[src/rtl/piano_note_scheduler.sv]
// Chooses the note fed to the tone generator: the most recently pressed key in MANUAL, ROM playback in AUTO.
// Key and mode edges are registered, so a change sampled on one clock reaches the note on the next.
module piano_note_scheduler #(
  parameter int TICK_DIV = 16,
  parameter int GAP_CYC  = 2,
  parameter int SONG_LEN = 16
) (
  input  logic       CLK,
  input  logic       RESET,
  input  logic       MODE,
  input  logic [7:0] sw,
  input  logic [3:0] song_note,
  input  logic [2:0] song_beats,
  output logic [4:0] song_addr,
  output logic [3:0] note,
  output logic       note_valid,
  output logic       auto_on,
  output logic       song_done
);

  localparam int CNT_MAX = (7 * TICK_DIV > GAP_CYC) ? 7 * TICK_DIV : GAP_CYC;
  localparam int CW      = $clog2(CNT_MAX + 1);

  typedef enum logic [1:0] {MANUAL, A_LOAD, A_PLAY, A_GAP} state_t;

  state_t        r_state, w_state_nxt;
  logic [7:0]    r_sw_q, r_rise;
  logic          r_mode_q, r_mode_rise;
  logic [2:0]    r_key, w_key_nxt;
  logic [3:0]    r_man_note, w_man_nxt;
  logic [3:0]    r_play_note, w_play_nxt;
  logic [CW-1:0] r_cnt, w_cnt_nxt;
  logic [CW-1:0] w_beat_cyc;
  logic [4:0]    r_addr, w_addr_nxt;
  logic          r_done, w_done_nxt;
  logic [2:0]    w_rise_top, w_sw_top;
  logic          w_key_lost;

  // Highest set index = lowest pitch among simultaneous keys.
  function automatic logic [2:0] top_bit(input logic [7:0] v);
    logic [2:0] idx;
    idx = 3'd0;
    for (int i = 0; i < 8; i++) begin
      if (v[i]) idx = 3'(i);
    end
    return idx;
  endfunction

  assign w_rise_top = top_bit(r_rise);
  assign w_sw_top   = top_bit(r_sw_q);
  assign w_key_lost = (r_man_note == 4'd0) || !r_sw_q[r_key];
  assign w_beat_cyc = CW'(int'(song_beats) * TICK_DIV - 1);

  always_comb begin
    w_state_nxt = r_state;
    w_key_nxt   = r_key;
    w_man_nxt   = r_man_note;
    w_play_nxt  = r_play_note;
    w_cnt_nxt   = r_cnt;
    w_addr_nxt  = r_addr;
    w_done_nxt  = 1'b0;
    case (r_state)
      MANUAL: begin
        if (r_mode_rise) begin
          w_state_nxt = A_LOAD;
          w_addr_nxt  = 5'd0;
          w_man_nxt   = 4'd0;
        end else if (r_rise != 8'd0) begin
          w_key_nxt = w_rise_top;
          w_man_nxt = 4'd8 - {1'b0, w_rise_top};
        end else if (w_key_lost) begin
          w_key_nxt = w_sw_top;
          w_man_nxt = (r_sw_q != 8'd0) ? 4'd8 - {1'b0, w_sw_top} : 4'd0;
        end
      end
      A_LOAD: begin
        if (r_mode_rise) begin
          w_state_nxt = MANUAL;
          w_addr_nxt  = 5'd0;
        end else if (song_beats == 3'd0) begin
          w_state_nxt = MANUAL;
          w_addr_nxt  = 5'd0;
          w_done_nxt  = 1'b1;
        end else begin
          w_state_nxt = A_PLAY;
          w_play_nxt  = song_note;
          w_cnt_nxt   = w_beat_cyc;
        end
      end
      A_PLAY: begin
        if (r_mode_rise) begin
          w_state_nxt = MANUAL;
          w_addr_nxt  = 5'd0;
        end else if (r_cnt == '0) begin
          w_state_nxt = A_GAP;
          w_cnt_nxt   = CW'(GAP_CYC - 1);
        end else begin
          w_cnt_nxt = r_cnt - 1'b1;
        end
      end
      A_GAP: begin
        if (r_mode_rise) begin
          w_state_nxt = MANUAL;
          w_addr_nxt  = 5'd0;
        end else if (r_cnt != '0) begin
          w_cnt_nxt = r_cnt - 1'b1;
        end else if (r_addr == 5'(SONG_LEN - 1)) begin
          w_state_nxt = MANUAL;
          w_addr_nxt  = 5'd0;
          w_done_nxt  = 1'b1;
        end else begin
          w_state_nxt = A_LOAD;
          w_addr_nxt  = r_addr + 5'd1;
        end
      end
    endcase
  end

  always_ff @(posedge CLK or posedge RESET) begin
    if (RESET) begin
      r_state     <= MANUAL;
      r_sw_q      <= 8'd0;
      r_rise      <= 8'd0;
      r_mode_q    <= 1'b0;
      r_mode_rise <= 1'b0;
      r_key       <= 3'd0;
      r_man_note  <= 4'd0;
      r_play_note <= 4'd0;
      r_cnt       <= '0;
      r_addr      <= 5'd0;
      r_done      <= 1'b0;
    end else begin
      r_state     <= w_state_nxt;
      r_sw_q      <= sw;
      r_rise      <= sw & ~r_sw_q;
      r_mode_q    <= MODE;
      r_mode_rise <= MODE & ~r_mode_q;
      r_key       <= w_key_nxt;
      r_man_note  <= w_man_nxt;
      r_play_note <= w_play_nxt;
      r_cnt       <= w_cnt_nxt;
      r_addr      <= w_addr_nxt;
      r_done      <= w_done_nxt;
    end
  end

  always_comb begin
    note = 4'd0;
    if (r_state == MANUAL)      note = r_man_note;
    else if (r_state == A_PLAY) note = r_play_note;
  end

  assign note_valid = (note != 4'd0);
  assign auto_on    = (r_state != MANUAL);
  assign song_addr  = r_addr;
  assign song_done  = r_done;

endmodule
[config.mk]
export PLATFORM = sky130hd
export DESIGN_NAME = piano_note_scheduler
export DESIGN_NICKNAME = d
export VERILOG_FILES = /design/src/rtl/piano_note_scheduler.sv
export SDC_FILE = /design/constraint.sdc
export NUM_CORES = 1
export LEC_CHECK = 0
export CORE_UTILIZATION = 45
export CTS_BUF_LIST = sky130_fd_sc_hd__clkbuf_8 sky130_fd_sc_hd__clkbuf_16
export CTS_CLUSTER_SIZE = 30
export DETAILED_ROUTE_END_ITERATION = 10
export GPL_TIMING_DRIVEN = 0
export PLACE_DENSITY = 0.79
export SETUP_SLACK_MARGIN = 0.05
export SYNTH_ARGS = -nofsm -noshare
export SYNTH_HDL_FRONTEND = slang
export SYNTH_SLANG_ARGS = --single-unit
[constraint.sdc]
create_clock -name CLK -period 2.2 [get_ports CLK]
set_clock_uncertainty 0.2 [all_clocks]
set_input_delay 0.44 -clock CLK [delete_from_list [all_inputs] [get_ports CLK]]
set_output_delay 0.44 -clock CLK [all_outputs]
set_load 0.05 [all_outputs]
==> results_dict.tcl <==
set metrics [dict create \
    criticalPathCategory "register to output pin" \
    slew_violations 0 \
    path_max_fanout 5 \
    fillers 376 \
    layout_commonest_cell "dfrtp_1" \
    async_reset_ff_frac 1.000 \
    grt_max_degree 45 \
    violations "setup timing" \
    vias 1988 \
    h-tree-depth 2 \
    yosys_register_bits 44 \
    antenna_found_initial 0 \
    synth_top_cell_area_share 0.4767 \
    synth_edf_count 0 \
    r2r_end "song_addr[2]" \
    area_growth_pct 38.24 \
    place.gp.congestion 0.8732 \
    powerDensity_nw_per_um2 1254 \
    clk_pin_slew_worst_paths_ns 0.08 \
    drv_cap 0 \
    tightestPinTransition_ns 0.5718 \
    synth_area_sq_um 2310 \
    grt_pass1_wl_um 8266 \
    setup-tns-final_ns -0.8418 \
    ys_types 46 \
    synth_area_leaders "dfrtp_1, ha_1, o21ai_0, nand2_1, a22o_1" \
    grt_overflow 0 \
    core_sq_um 4817 \
    wl_per_cell_um 14.79 \
    drive_gt1_frac 0.2927 \
    die_w_um 73.64 \
    maxSlewHeadroom 0.6188 \
    cp.required_ns 1.56 \
    power_mw 4.005 \
    yosys_warnings 0 \
    grt_pass1_vias 1871 \
    reg2regPathDepth 7 \
    synth_top_flop_cell "dfrtp_1" \
    wl_um 5237 \
    layout_min_cycle_time_ns 2.670 \
    cp-end-kind "output pin" \
    synth_top_area_cell "dfrtp_1" \
    dieArea_sq_um 5423 \
    grt_usage 0.1995 \
    num_rows 25 \
    r2r_start "r_cnt[1]" \
    start_util 0.4795 \
    hold_slack_ns 0.1959 \
    clkLatencyLatePin_ns 0.30 \
    startpoint "r_state[1]" \
    clockBufferDepth 2 \
    vias_per_cell 5.616 \
    syn_inst 229 \
    dieHeight_um 73.64 \
    drcViolationCount 0 \
    status "complete, but fails checks" \
    synth_fp_nets 258 \
    power_leakage_nw 1.372 \
    numCtsBuffers 5 \
    syn_area_per_cell_sq_um 10.09 \
    io_pins 30 \
    endpoint "note_valid" \
    hold_path_class "register to register" \
    seq_area_frac_synth 0.4767 \
    drtPass1Iterations 4 \
    cts_root_buffer "clkbuf_8" \
    final_cell_mix "dfrtp_1, nand2_1, clkdlybuf4s50_1, buf_4, nor2_1" \
    dr.first_iter.drc_count 102 \
    layoutNonFillerInstCount 354 \
    fin_nets 315 \
    cts_tree "done" \
    critPathArrivalTime_ns 2.03 \
    ir_worst_vdd_mv 0.8624 \
    clkSinkCount 44 \
    setup_viol 4 \
    hpwl_um 3253 \
    antennaDiodeCount 0 \
    rsz0062_at_grt "true" \
    start_kind "register" \
    setup_ws_ns -0.4699 \
    place.port_buffers 29 \
    fmax_mhz 374.5 \
    ant_nets 0 \
    post-place-cells 326 \
    rrSetupSlack_ns 0.03 \
    hold_viol 0 \
    period_share 1.214 \
]
worst min path at each step:
stage	start	slack (ns)	to	cells after the start
floorplan	r_mode_q	0.18	r_mode_rise	1
global placement	r_mode_q	0.18	r_mode_rise	1
detailed placement	r_mode_q	0.19	r_mode_rise	1
CTS	r_mode_q	0.20	r_mode_rise	1
global route	r_mode_q	0.21	r_mode_rise	1
finish	r_mode_q	0.20	r_mode_rise	1
cells in the mapped netlist (all sizes together), types with 2 or more instances:
cell / number
nor3: 7
nor2: 17
inv: 16
clkbuf: 3
a211oi: 2
ha: 11
o22ai: 2
nor2b: 11
nand2: 19
nand3: 7
nor4: 3
o21a: 2
and2: 2
nand3b: 3
buf: 2
mux4: 2
o31ai: 5
o21ai: 21
a22o: 9
mux2: 5
or4: 4
xnor2: 2
a21oi: 10
nand2b: 3
dfrtp: 44
metal layers:
layer  global-route usage  wire [um]
met1               0.2624       2311
met2               0.3231       2569
met3              0.03841        227
met4              0.08120        129
met5                    0          0
timing repair:
action,CTS,global route
pin swaps,8,12
hold buffers,0,0
hold endpoints to repair,0,0
setup endpoints to repair,30,22
gates resized for setup,58,31
gates cloned,0,1
buffers inserted,9,12
cells by family (layout without fill, tap and decap cells):
logic type,after synthesis,in the layout,share of synthesized area
xor+xnor,2,2,0.007585
flops,44,44,0.4767
simple gates,82,82,0.1874
fa+ha+maj,11,11,0.05959
mux,8,8,0.04821
buf+inv,21,79,0.03521
compound gates,61,61,0.1853
per-stage QoR:
stage          area, sq um  utilization  setup WS [ns]
2_1_floorplan         2366            -        -0.2051
3_3_place_gp          2740       0.5688        -0.7558
3_5_place_dp          2760       0.5730        -0.7842
4_1_cts               2993       0.6213        -0.4846
5_1_grt               3193       0.6629        -0.5243
6_report              3193       0.6629        -0.4699
power breakdown:
part	leakage (nW)	internal (mW)	switching (mW)
Combinational	0.792	1.11	1.18
Clock	0.0434	0.254	0.278
Sequential	0.537	0.997	0.189
layout make-up:
cell class,instances,area [sq um],share of cell area
clock inverter,2,15.01,0.004702
clock buffer,6,82.58,0.02586
buffer,4,30.03,0.009404
timing repair buffer,51,486.7,0.1524
multi-input combinational,164,1325,0.4150
inverter,16,68.82,0.02155
tap,67,83.83,0.02625
sequential,44,1101,0.3448
registers in the layout, summed over array words and instances, names as in the netlist, 2 cells and up:
signal / count
r_key: 3
r_cnt: 7
song_addr: 5
r_play_note: 4
r_man_note: 4
r_sw_q: 8
r_state: 2
r_rise: 8
worst max-delay path, stage by stage, from the launching register on:
cell and delay (ns):
dfrtp_1 0.45, ha_4 0.23, inv_6 0.09, nor2_4 0.05, a22o_4 0.21, or4_4 0.53
buf_8 0.16
(Power assumes the default switching activity.)
